## src/rtl/vram_fetch_if.sv

```systemverilog
// vram_fetch_if -- bundle of every non-clock signal of vram_fetch.
//   Renderer side : fetch_nt/fetch_attr/fetch_chr, pattern_idx, inc_cx, inc_y,
//                   return00 in; fine_x, data_o, attr_o out.
//   CPU side      : reg_wr, reg_rd, reg_addr, reg_wdata in; reg_rdata, reg_rvalid out.
//   VRAM side     : vram_addr, vram_rd, vram_wr, vram_wdata out; vram_rdata in.
// Modport slave is the fetch unit itself; master is whatever drives it.
interface vram_fetch_if;
  logic        fetch_nt;
  logic        fetch_attr;
  logic        fetch_chr;
  logic [12:0] pattern_idx;
  logic        inc_cx;
  logic        inc_y;
  logic        return00;
  logic        reg_wr;
  logic        reg_rd;
  logic [2:0]  reg_addr;
  logic [7:0]  reg_wdata;
  logic [7:0]  reg_rdata;
  logic        reg_rvalid;
  logic [2:0]  fine_x;
  logic [7:0]  data_o;
  logic [1:0]  attr_o;
  logic [13:0] vram_addr;
  logic        vram_rd;
  logic        vram_wr;
  logic [7:0]  vram_wdata;
  logic [7:0]  vram_rdata;

  modport slave (
    input  fetch_nt, fetch_attr, fetch_chr, pattern_idx, inc_cx, inc_y, return00,
    input  reg_wr, reg_rd, reg_addr, reg_wdata, vram_rdata,
    output reg_rdata, reg_rvalid, fine_x, data_o, attr_o,
    output vram_addr, vram_rd, vram_wr, vram_wdata
  );

  modport master (
    output fetch_nt, fetch_attr, fetch_chr, pattern_idx, inc_cx, inc_y, return00,
    output reg_wr, reg_rd, reg_addr, reg_wdata, vram_rdata,
    input  reg_rdata, reg_rvalid, fine_x, data_o, attr_o,
    input  vram_addr, vram_rd, vram_wr, vram_wdata
  );
endinterface

```

## src/rtl/vram_fetch.sv

```systemverilog
// vram_fetch -- PPU-style VRAM address generator and fetch arbiter.
//   Holds the scroll registers v/t/x/w, generates nametable, attribute and
//   pattern fetch addresses for the renderer, and slots CPU PPUDATA (reg 7)
//   accesses into cycles the renderer leaves free.
// Ports:
//   clk    : single clock, rising edge
//   rst_n  : asynchronous active-low reset
//   bus    : vram_fetch_if.slave (renderer strobes, CPU register port, VRAM port)
// Configuration macro:
//   PPUDATA_RDBUF_EN : when defined, PPUDATA reads return the previous read's
//                      byte through a one-deep buffer; otherwise the byte just
//                      read is returned.
module vram_fetch (
  input logic         clk,
  input logic         rst_n,
  vram_fetch_if.slave bus
);

  logic [14:0] v_reg, v_next;
  logic [14:0] t_reg, t_next;
  logic [2:0]  x_reg, x_next;
  logic        w_reg, w_next;
  logic        inc32_reg, inc32_next;
  logic [1:0]  shift_reg;
  logic        pend_valid_reg;
  logic        pend_rd_reg;
  logic [7:0]  pend_data_reg;
  logic        rd_inflight_reg;
  logic [7:0]  rdata_reg;
`ifdef PPUDATA_RDBUF_EN
  logic [7:0]  rdbuf_reg;
`endif

  logic        fetch_any;
  logic        reg7_acc;
  logic        slot_valid;
  logic        slot_rd;
  logic [7:0]  slot_data;
  logic        cpu_issue;
  logic [13:0] attr_addr;
  logic [13:0] nt_addr;
  logic [14:0] v_cx;
  logic [14:0] v_incy;
  logic [7:0]  rd_result;
  logic [1:0]  quad_bits [4];

  assign fetch_any = bus.fetch_nt | bus.fetch_attr | bus.fetch_chr;
  assign reg7_acc  = (bus.reg_wr | bus.reg_rd) && (bus.reg_addr == 3'd7);

  // The slot seen this cycle is either the held access or a fresh one, so an
  // idle cycle issues a new reg 7 access without waiting for it to be latched.
  assign slot_valid = pend_valid_reg | reg7_acc;
  assign slot_rd    = pend_valid_reg ? pend_rd_reg   : ~bus.reg_wr;
  assign slot_data  = pend_valid_reg ? pend_data_reg : bus.reg_wdata;
  assign cpu_issue  = slot_valid & ~fetch_any;

  assign attr_addr = 14'h23C0 | {2'b00, v_reg[11:10], 10'd0}
                              | {8'd0, v_reg[9:7], 3'd0}
                              | {11'd0, v_reg[4:2]};
  assign nt_addr   = {2'b10, v_reg[11:0]};

  // VRAM port; held at zero while in reset.
  always_comb begin
    bus.vram_addr  = 14'd0;
    bus.vram_rd    = 1'b0;
    bus.vram_wr    = 1'b0;
    bus.vram_wdata = 8'd0;
    if (rst_n) begin
      if (bus.fetch_chr)
        bus.vram_addr = {1'b0, bus.pattern_idx};
      else if (bus.fetch_attr)
        bus.vram_addr = attr_addr;
      else if (bus.fetch_nt)
        bus.vram_addr = nt_addr;
      else
        bus.vram_addr = v_reg[13:0];
      bus.vram_rd = fetch_any | (cpu_issue & slot_rd);
      bus.vram_wr = cpu_issue & ~slot_rd;
      if (cpu_issue && !slot_rd)
        bus.vram_wdata = slot_data;
    end
  end

  assign bus.data_o = bus.vram_rdata;
  assign bus.fine_x = x_reg;

  // Attribute byte holds four 2-bit palette fields, one per 16x16 quadrant.
  genvar gi;
  generate
    for (gi = 0; gi < 4; gi++) begin : g_quad
      assign quad_bits[gi] = bus.vram_rdata[2*gi+1:2*gi];
    end
  endgenerate
  assign bus.attr_o = quad_bits[shift_reg];

`ifdef PPUDATA_RDBUF_EN
  assign rd_result = rdbuf_reg;
`else
  assign rd_result = bus.vram_rdata;
`endif

  // The read result is presented in the completion cycle itself and then held.
  assign bus.reg_rvalid = rd_inflight_reg;
  assign bus.reg_rdata  = rd_inflight_reg ? rd_result : rdata_reg;

  // Coarse X increment wraps into the horizontal nametable bit.
  assign v_cx = (v_reg[4:0] == 5'd31) ? {v_reg[14:11], ~v_reg[10], v_reg[9:5], 5'd0}
                                      : {v_reg[14:5], v_reg[4:0] + 5'd1};

  // End-of-line Y increment with horizontal bits reloaded from t.
  // Coarse Y 29 is the last visible row; 30/31 are attribute rows that wrap
  // without switching nametables.
  always_comb begin
    v_incy = v_reg;
    if (v_reg[14:12] != 3'd7) begin
      v_incy[14:12] = v_reg[14:12] + 3'd1;
    end else begin
      v_incy[14:12] = 3'd0;
      if (v_reg[9:5] == 5'd29) begin
        v_incy[9:5] = 5'd0;
        v_incy[11]  = ~v_reg[11];
      end else if (v_reg[9:5] == 5'd31) begin
        v_incy[9:5] = 5'd0;
      end else begin
        v_incy[9:5] = v_reg[9:5] + 5'd1;
      end
    end
    v_incy[10]  = t_reg[10];
    v_incy[4:0] = t_reg[4:0];
  end

  // Sources of v are applied lowest precedence first so later ones win.
  always_comb begin
    v_next     = v_reg;
    t_next     = t_reg;
    x_next     = x_reg;
    w_next     = w_reg;
    inc32_next = inc32_reg;
    if (cpu_issue)
      v_next = v_reg + (inc32_reg ? 15'd32 : 15'd1);
    if (bus.inc_cx)
      v_next = v_cx;
    if (bus.inc_y)
      v_next = v_incy;
    if (bus.return00)
      v_next = t_reg;
    if (bus.reg_wr) begin
      case (bus.reg_addr)
        3'd0: begin
          t_next[11:10] = bus.reg_wdata[1:0];
          inc32_next    = bus.reg_wdata[2];
        end
        3'd5: begin
          if (!w_reg) begin
            t_next[4:0] = bus.reg_wdata[7:3];
            x_next      = bus.reg_wdata[2:0];
            w_next      = 1'b1;
          end else begin
            t_next[14:12] = bus.reg_wdata[2:0];
            t_next[9:5]   = bus.reg_wdata[7:3];
            w_next        = 1'b0;
          end
        end
        3'd6: begin
          if (!w_reg) begin
            t_next[13:8] = bus.reg_wdata[5:0];
            t_next[14]   = 1'b0;
            w_next       = 1'b1;
          end else begin
            t_next[7:0] = bus.reg_wdata;
            v_next      = {t_reg[14:8], bus.reg_wdata};
            w_next      = 1'b0;
          end
        end
        default: ;
      endcase
    end else if (bus.reg_rd && bus.reg_addr == 3'd2) begin
      w_next = 1'b0;
    end
  end

  always_ff @(posedge clk or negedge rst_n) begin
    if (!rst_n) begin
      v_reg           <= 15'd0;
      t_reg           <= 15'd0;
      x_reg           <= 3'd0;
      w_reg           <= 1'b0;
      inc32_reg       <= 1'b0;
      shift_reg       <= 2'd0;
      pend_valid_reg  <= 1'b0;
      pend_rd_reg     <= 1'b0;
      pend_data_reg   <= 8'd0;
      rd_inflight_reg <= 1'b0;
      rdata_reg       <= 8'd0;
`ifdef PPUDATA_RDBUF_EN
      rdbuf_reg       <= 8'd0;
`endif
    end else begin
      v_reg     <= v_next;
      t_reg     <= t_next;
      x_reg     <= x_next;
      w_reg     <= w_next;
      inc32_reg <= inc32_next;
      if (bus.fetch_attr)
        shift_reg <= {v_reg[6], v_reg[1]};
      // A slot not issued (renderer busy) is held; a reg 7 access arriving
      // while one is already held is dropped.
      pend_valid_reg <= slot_valid & ~cpu_issue;
      if (reg7_acc && !pend_valid_reg) begin
        pend_rd_reg   <= ~bus.reg_wr;
        pend_data_reg <= bus.reg_wdata;
      end
      rd_inflight_reg <= cpu_issue & slot_rd;
      if (rd_inflight_reg) begin
        rdata_reg <= rd_result;
`ifdef PPUDATA_RDBUF_EN
        rdbuf_reg <= bus.vram_rdata;
`endif
      end
    end
  end

endmodule
```

## src/flat_wrapper.sv

```systemverilog
// flat-port wrapper written by rule: the top's interface ports become plain ports
module vram_fetch_flat 
  (clk, rst_n, bus_fetch_nt, bus_fetch_attr, bus_fetch_chr, bus_pattern_idx, bus_inc_cx, bus_inc_y, bus_return00, bus_reg_wr, bus_reg_rd, bus_reg_addr, bus_reg_wdata, bus_vram_rdata, bus_reg_rdata, bus_reg_rvalid, bus_fine_x, bus_data_o, bus_attr_o, bus_vram_addr, bus_vram_rd, bus_vram_wr, bus_vram_wdata);
  vram_fetch_if bus_i ();
  input logic clk;
  input logic rst_n;
  input wire logic [$bits(bus_i.fetch_nt)-1:0] bus_fetch_nt;
  input wire logic [$bits(bus_i.fetch_attr)-1:0] bus_fetch_attr;
  input wire logic [$bits(bus_i.fetch_chr)-1:0] bus_fetch_chr;
  input wire logic [$bits(bus_i.pattern_idx)-1:0] bus_pattern_idx;
  input wire logic [$bits(bus_i.inc_cx)-1:0] bus_inc_cx;
  input wire logic [$bits(bus_i.inc_y)-1:0] bus_inc_y;
  input wire logic [$bits(bus_i.return00)-1:0] bus_return00;
  input wire logic [$bits(bus_i.reg_wr)-1:0] bus_reg_wr;
  input wire logic [$bits(bus_i.reg_rd)-1:0] bus_reg_rd;
  input wire logic [$bits(bus_i.reg_addr)-1:0] bus_reg_addr;
  input wire logic [$bits(bus_i.reg_wdata)-1:0] bus_reg_wdata;
  input wire logic [$bits(bus_i.vram_rdata)-1:0] bus_vram_rdata;
  output wire logic [$bits(bus_i.reg_rdata)-1:0] bus_reg_rdata;
  output wire logic [$bits(bus_i.reg_rvalid)-1:0] bus_reg_rvalid;
  output wire logic [$bits(bus_i.fine_x)-1:0] bus_fine_x;
  output wire logic [$bits(bus_i.data_o)-1:0] bus_data_o;
  output wire logic [$bits(bus_i.attr_o)-1:0] bus_attr_o;
  output wire logic [$bits(bus_i.vram_addr)-1:0] bus_vram_addr;
  output wire logic [$bits(bus_i.vram_rd)-1:0] bus_vram_rd;
  output wire logic [$bits(bus_i.vram_wr)-1:0] bus_vram_wr;
  output wire logic [$bits(bus_i.vram_wdata)-1:0] bus_vram_wdata;
  assign bus_i.fetch_nt = bus_fetch_nt;
  assign bus_i.fetch_attr = bus_fetch_attr;
  assign bus_i.fetch_chr = bus_fetch_chr;
  assign bus_i.pattern_idx = bus_pattern_idx;
  assign bus_i.inc_cx = bus_inc_cx;
  assign bus_i.inc_y = bus_inc_y;
  assign bus_i.return00 = bus_return00;
  assign bus_i.reg_wr = bus_reg_wr;
  assign bus_i.reg_rd = bus_reg_rd;
  assign bus_i.reg_addr = bus_reg_addr;
  assign bus_i.reg_wdata = bus_reg_wdata;
  assign bus_i.vram_rdata = bus_vram_rdata;
  assign bus_reg_rdata = bus_i.reg_rdata;
  assign bus_reg_rvalid = bus_i.reg_rvalid;
  assign bus_fine_x = bus_i.fine_x;
  assign bus_data_o = bus_i.data_o;
  assign bus_attr_o = bus_i.attr_o;
  assign bus_vram_addr = bus_i.vram_addr;
  assign bus_vram_rd = bus_i.vram_rd;
  assign bus_vram_wr = bus_i.vram_wr;
  assign bus_vram_wdata = bus_i.vram_wdata;
  vram_fetch u_core (.clk(clk), .rst_n(rst_n), .bus(bus_i));
endmodule
```

## config.mk

```make
export PLATFORM = sky130hd
export DESIGN_NAME = vram_fetch_flat
export DESIGN_NICKNAME = d
export VERILOG_FILES = /design/src/rtl/vram_fetch_if.sv /design/src/rtl/vram_fetch.sv /design/src/flat_wrapper.sv
export SDC_FILE = /design/constraint.sdc
export NUM_CORES = 1
export LEC_CHECK = 0
export CELL_PAD_IN_SITES_DETAIL_PLACEMENT = 2
export CELL_PAD_IN_SITES_GLOBAL_PLACEMENT = 2
export CORE_MARGIN = 4
export CORE_UTILIZATION = 30
export DETAILED_ROUTE_END_ITERATION = 6
export GPL_TIMING_DRIVEN = 0
export HOLD_SLACK_MARGIN = 0.15
export PLACE_DENSITY_LB_ADDON = 0.1
export SKIP_CTS_REPAIR_TIMING = 1
export SYNTH_ARGS = -nofsm -noshare
export SYNTH_HDL_FRONTEND = slang
export SYNTH_SLANG_ARGS = --single-unit
```

## constraint.sdc

```tcl
create_clock -name clk -period 2.6 [get_ports clk]
set_input_delay 0.39 -clock clk [delete_from_list [all_inputs] [get_ports clk]]
set_output_delay 0.39 -clock clk [all_outputs]
set_load 0.01 [all_outputs]
```

==> metrics.md, run 1 <==
| Metric | Value |
|---|---|
| Fin crit period | `2.47 ns` |
| Overflow after GRT | `0` |
| End of the worst hold path | `u_core.w_reg` |
| RSZ-0062 raised after global routing | `no` |
| Worst r2r src | `u_core.v_reg[12]` |
| Post-synthesis cell area | `3720 µm²` |
| Layout cell share with drive strength beyond 1 | `0.157` |
| Met3 wire length | `552 µm` |
| Drt first-iter violations | `129` |
| Total clock sinks | `56` |
| Main flop type after synthesis | `dfrtp_1` |
| Hold Startpoint | `bus_reg_wr` |
| Per-cell routed wire length | `20.3 µm` |
| Min-Delay Path Class | `in -> reg` |
| Worst Max-Slew Pin Slew | `0.739 ns` |
| IO Port Bufs | `82` |
| Area Overhead vs Synth | `37.2%` |
| Number of synthesized flops with an enable pin | `0` |
| Final Instance Count excl. Fillers | `683` |
| Setup Skew | `0.00584 ns` |
| Core Footprint | `12,100 µm²` |
| Met2 Wirelength | `6.84 mm` |
| DRT Pass-1 Iters | `4` |
| Die Y | `119 µm` |
| Top sig layer | `met4` |
| Top-area cell type share of the netlist area | `0.376` |
| Via count | `3,556` |
| Vias in the first global route | `3,780` |
| Synthesis warning total | `0` |
| Post-synth top cells | `73 x nor2_1, 56 x dfrtp_1, 29 x a21oi_1, 29 x nand2_1, 22 x mux2_2` |
| Setup WS pre-CTS | `-0.610 ns` |
| Total CTS buffers | `5` |
| TritonCTS clock tree | `yes` |
| Final Hold Fails | `0` |
| Top Ports | `88` |
| CTS max path bufs | `2` |
| Nets@finish | `568` |
| Slack of the critical path | `0.128 ns` |
| Die Width | `119 µm` |
| Initial antenna violation count | `0` |
| Pins Over Slew Limit | `0` |
| Worst Path Class, Setup | `in -> out` |
| P_leak | `2.22 nW` |
| Syn Nets | `471` |
| Status | `completed` |
| Largest net degree at the start of global routing | `59` |
| MaxCap Viol Count | `0` |
| Clk Latency, worst-skew pair | `0.30 ns` |
| Pwr/cell area | `720 nW/µm²` |
| Die area | `14,300 µm²` |
| Placed Cells | `669` |
| Asr flop ratio synth | `1.00` |
| CP Max Fanout | `4` |
| Final Instance Area | `5110 µm²` |
| Capture point of the worst reg-to-reg path | `u_core.v_reg[6]` |
| Synth cell types | `57` |
| First-pass GRT wire length | `21.4 mm` |
| Detail Placement HPWL | `10.3 mm` |
| WP data arrival | `2.08 ns` |
| Slew HR | `0.505` |
| Final Wtd Congestion | `0.845` |
| Max Freq | `404 MHz` |
| Top-count cell post-synth | `nor2_1` |
| Post-route DRC | `0` |
| R2r setup slk | `0.21 ns` |
| VDD IR max | `0.000257 V` |
| #FFs+latches synth | `56` |
| Clk pin slew, worst setup/hold paths | `0.07 ns` |
| Worst Path Required | `2.21 ns` |
| Final Cycle Share | `0.951` |
| Synth area leaders | `dfrtp_1 38%, nor2_1 7.4%, mux2_2 6.7%` |
| Area leader, netlist | `dfrtp_1` |
| Startpoint Class | `primary input` |
| Final setup vio count | `0` |
| Starting utilization of the core area | `0.309` |
| Antenna Nets Post-Route | `0` |
| M1 wire length | `6.20 mm` |
| Critical Path Sink Type | `output port` |
| Final core utilization | `0.423` |
| Via/cell ratio | `5.21` |
| Mean Syn Cell Area | `8.88 µm²` |
| Area of placed instances | `4750 µm²` |
| Clock tree root buffer cell | `clkbuf_16` |
| Routed wire length | `13.8 mm` |
| H-tree depth | `2` |
| Worst hold path stage count | `3` |
| Gr usage total | `0.188` |
| Fillers | `1,336` |
| Post-Syn Instances | `419` |
| Sequential share of the synthesized area | `0.376` |
| Row Count | `40` |
| Reg2Reg Depth | `8` |
| Diode count | `0` |
critical path: stages:
cell	delay, ns
clkdlybuf4s50_1	0.48
o2111a_2	0.24
buf_4	0.16
nand2_1	0.07
a31oi_1	0.18
clkdlybuf4s50_1	0.57
kinds of logic (layout without fill, tap and decap cells):
kind of cell	count (synthesis)	in the layout	share of synthesized area
AOI/OAI and AO/OA	97	97	0.160
xor gates and xnor gates	14	14	0.0329
adders and majority gates	10	10	0.0336
buffers and inverters	44	139	0.0595
DFF	56	56	0.376
muxes	43	43	0.130
and+or+nand+nor	155	156	0.208
report_power, final:
part | internal, W | leakage (nW) | switching, W
Clock | 0.000445 | 0.0757 | 0.000313
Sequential | 0.00116 | 0.667 | 0.000231
Combinational | 0.000754 | 1.48 | 0.000780
area by class of cell:
class	instances	area [µm²]	area share
Buffer	32	183	0.0358
Clock buffer	5	125	0.0245
Clock inverter	1	30.0	0.00588
Inverter	11	41.3	0.00809
Multi-Input combinational cell	320	2170	0.424
Sequential cell	56	1400	0.274
Tap cell	168	210	0.0412
Timing Repair Buffer	90	948	0.186
per-stage QoR:
stage	setup TNS [ns]	power, W	hold slack [ns]
2_1_floorplan	0	0.00224	0.0944
3_3_place_gp	-112.13	0.00282	0.480
3_5_place_dp	-7.71	0.00290	0.488
4_1_cts	-7.89	0.00368	0.218
5_1_grt	0	0.00394	0.517
6_report	0	0.00368	0.495
routing by layer:
| metal | GRT usage | up-vias |
|---|---|---|
| met4 | 0.0408 | 0 |
| met5 | 0 | - |
| met3 | 0.0313 | 14 |
| met2 | 0.327 | 83 |
| met1 | 0.243 | 1774 |
| li1 | - | 1685 |
how the worst max path moves through the flow:
stage | slack, ns | end | start | depth (start not counted)
3_5_place_dp | -0.61 | bus_vram_wdata[6] | bus_reg_rd | 8
3_3_place_gp | -2.55 | bus_vram_addr[9] | rst_n | 5
2_1_floorplan | 0.55 | bus_vram_wdata[0] | bus_reg_addr[0] | 7
6_report | 0.13 | bus_vram_rd | bus_reg_addr[1] | 6
4_1_cts | -0.61 | bus_vram_wdata[6] | bus_reg_rd | 8
5_1_grt | 0.03 | u_core.v_reg[6] | u_core.v_reg[12] | 8
cells in the final DEF, fill, tap and decap left out, types with 4 or more instances in the layout:
master / n
a21oi_1: 29
a31oi_1: 15
and3_1: 5
buf_2: 9
buf_4: 14
clkbuf_1: 10
clkbuf_16: 5
clkdlybuf4s50_1: 72
dfrtp_1: 56
dlymetal6s2s_1: 9
ha_1: 10
inv_1: 11
mux2_2: 22
mux2i_1: 19
nand2_1: 29
nand3_1: 7
nand3b_1: 4
nand4_1: 4
nor2_1: 67
nor2_2: 4
nor2b_1: 5
nor3_1: 8
o21ai_0: 20
o22ai_1: 4
xnor2_1: 9
xor2_1: 5
(Power assumes the default switching activity.)
==> run 2, diff against run 1 <==
--- a/config.mk
+++ b/config.mk
@@ -14,6 +14,7 @@
 export HOLD_SLACK_MARGIN = 0.15
 export PLACE_DENSITY_LB_ADDON = 0.1
 export SKIP_CTS_REPAIR_TIMING = 1
+export SLEW_MARGIN = 10
 export SYNTH_ARGS = -nofsm -noshare
 export SYNTH_HDL_FRONTEND = slang
 export SYNTH_SLANG_ARGS = --single-unit
==> run 2 against run 1 <==
Compared with the run above: sequential cell count is the same; setup slack got worse by 0.014 ns; register-to-register slack better by 0.10 ns; clock power is 0.5% higher; core utilization fell by 0.13 points; largest power group unchanged.
==> metrics.md, run 2 (synthesized netlist as in run 1, its figures left out) <==
| Metric | Value |
|---|---|
| Core Footprint | `12,100 µm² (unchanged)` |
| Setup WS pre-CTS | `-0.599 ns (+0.0108 ns)` |
| Via/cell ratio | `5.19 (-0.39%)` |
| Startpoint Class | `primary input` |
| MaxCap Viol Count | `0 (unchanged)` |
| Clock tree root buffer cell | `clkbuf_16` |
| Drt first-iter violations | `84 (-35%)` |
| Pins Over Slew Limit | `0 (unchanged)` |
| Initial antenna violation count | `0 (unchanged)` |
| Status | `completed` |
| Total CTS buffers | `5 (unchanged)` |
| Overflow after GRT | `0 (unchanged)` |
| Commonest non-fill, non-tap cell in the layout | `clkdlybuf4s50_1` |
| Nets@finish | `567 (-0.18%)` |
| Per-cell routed wire length | `20.5 µm (+1.3%)` |
| Worst Path Class, Setup | `in -> out` |
| WP data arrival | `2.10 ns (+0.02 ns)` |
| P_leak | `2.22 nW (-0.13%)` |
| Setup Skew | `0.00517 ns (-0.000678 ns)` |
| Pwr/cell area | `726 nW/µm² (+0.78%)` |
| Sum Neg Setup Slack | `0 ns (unchanged)` |
| Diode count | `0 (unchanged)` |
| Vias in the first global route | `3,842 (+1.6%)` |
| CTS max path bufs | `2 (unchanged)` |
| Die area | `14,300 µm² (unchanged)` |
| RSZ-0062 raised after global routing | `no` |
| Reg2Reg Depth | `8 (unchanged)` |
| Commonest non-fill, non-tap cells in the layout | `72 x clkdlybuf4s50_1, 69 x nor2_1, 56 x dfrtp_1` |
| Final Cycle Share | `0.956 (+0.00550)` |
| Slack of the critical path | `0.113 ns (-0.0143 ns)` |
| Worst Setup SP | `bus_reg_addr[1]` |
| Capture point of the worst reg-to-reg path | `u_core.v_reg[6]` |
| Max Freq | `402 MHz (-0.57%)` |
| Final Wtd Congestion | `0.845 (unchanged)` |
| Final setup vio count | `0 (unchanged)` |
| Top Ports | `88 (unchanged)` |
| Clk Latency, worst-skew pair | `0.29 ns (about the same)` |
| Critical Path End | `bus_vram_rd` |
| Detail Placement HPWL | `10.3 mm (about the same)` |
| Die Width | `119 µm (unchanged)` |
| DRT Pass-1 Iters | `4 (unchanged)` |
| Fin crit period | `2.49 ns (+0.0143 ns)` |
| Routed wire length | `14.0 mm (+1.2%)` |
| IO Port Bufs | `82 (unchanged)` |
| Min-Delay Path Class | `in -> async` |
| TritonCTS clock tree | `yes` |
| Largest net degree at the start of global routing | `59 (unchanged)` |
| Worst Max-Slew Pin Slew | `0.708 ns (-0.0306 ns)` |
| H-tree depth | `2 (unchanged)` |
| Worst r2r src | `u_core.v_reg[12]` |
| Antenna Nets Post-Route | `0 (unchanged)` |
| Total clock sinks | `56 (unchanged)` |
| R2r setup slk | `0.31 ns (+0.10 ns)` |
| Gr usage total | `0.190 (+0.00228)` |
| CP Max Fanout | `4 (unchanged)` |
| First-pass GRT wire length | `21.6 mm (+1.2%)` |
| Critical Path Sink Type | `output port` |
| Post-route DRC | `0 (unchanged)` |
| VDD IR max | `0.000285 V (+11%)` |
| Row Count | `40 (unchanged)` |
| Layout cell share with drive strength beyond 1 | `0.156 (-0.00164)` |
| Worst Path Required | `2.21 ns (about the same)` |
| Via count | `3,537 (-0.53%)` |
| Starting utilization of the core area | `0.309 (unchanged)` |
| Area Overhead vs Synth | `36.7%` |
| Clk pin slew, worst setup/hold paths | `0.07 ns (about the same)` |
| Die Y | `119 µm (unchanged)` |
| Final Hold Fails | `0 (unchanged)` |
| Final Power | `0.00370 W (+0.46%)` |
| Slew HR | `0.526 (+0.0210)` |
run 2: worst min-delay path by stage:
stage          cells after the start              endpoint  slack (ns)
2_1_floorplan                      0  u_core.bus.fine_x[0]        0.09
3_3_place_gp                       1   u_core.rdata_reg[4]        0.48
3_5_place_dp                       2      u_core.t_reg[11]        0.41
4_1_cts                            2      u_core.t_reg[11]        0.09
5_1_grt                            3      u_core.t_reg[11]        0.24
6_report                           3       u_core.t_reg[6]        0.21
run 2: final cells by class:
cell class / count / area (µm²)
repair buffers: 89 / 946
well taps: 168 / 210
multi-input cells: 320 / 2150
plain buffers: 32 / 183
flip-flops and latches: 56 / 1400
fillers: 1338 / 6970
inverters: 11 / 41.3
clock buffers: 5 / 125
clock inverters: 1 / 30.0
run 2: worst max-delay path, cell delays in order:
cell and delay [ns]:
clkdlybuf4s50_1 0.48, o2111a_2 0.24, buf_4 0.17, nand2_1 0.07
a31oi_1 0.17, clkdlybuf4s50_1 0.57
run 2: where the power goes:
group	internal, W	leakage, nW	switching [W]
Sequential	0.00116	0.667	0.000235
Combinational	0.000755	1.47	0.000788
Clock	0.000445	0.0757	0.000317
run 2: through the flow:
| step | util | cells | instance area, µm² | hold WS [ns] |
|---|---|---|---|---|
| floorplan | - | 419 | 3720 | 0.0944 |
| global placement | 0.394 | 669 | 4750 | 0.480 |
| detailed placement | 0.396 | 670 | 4780 | 0.414 |
| CTS | 0.409 | 676 | 4930 | 0.0894 |
| global route | 0.422 | 682 | 5090 | 0.242 |
| finish | 0.422 | 682 | 5090 | 0.208 |
run 2: metal layers:
metal / share of wire / vias up / GRT usage
li1: - / 1684 / -
met1: 0.45 / 1759 / 0.244
met2: 0.50 / 77 / 0.337
met3: 0.038 / 17 / 0.0309
met4: 0.015 / 0 / 0.0379
met5: 0 / - / 0
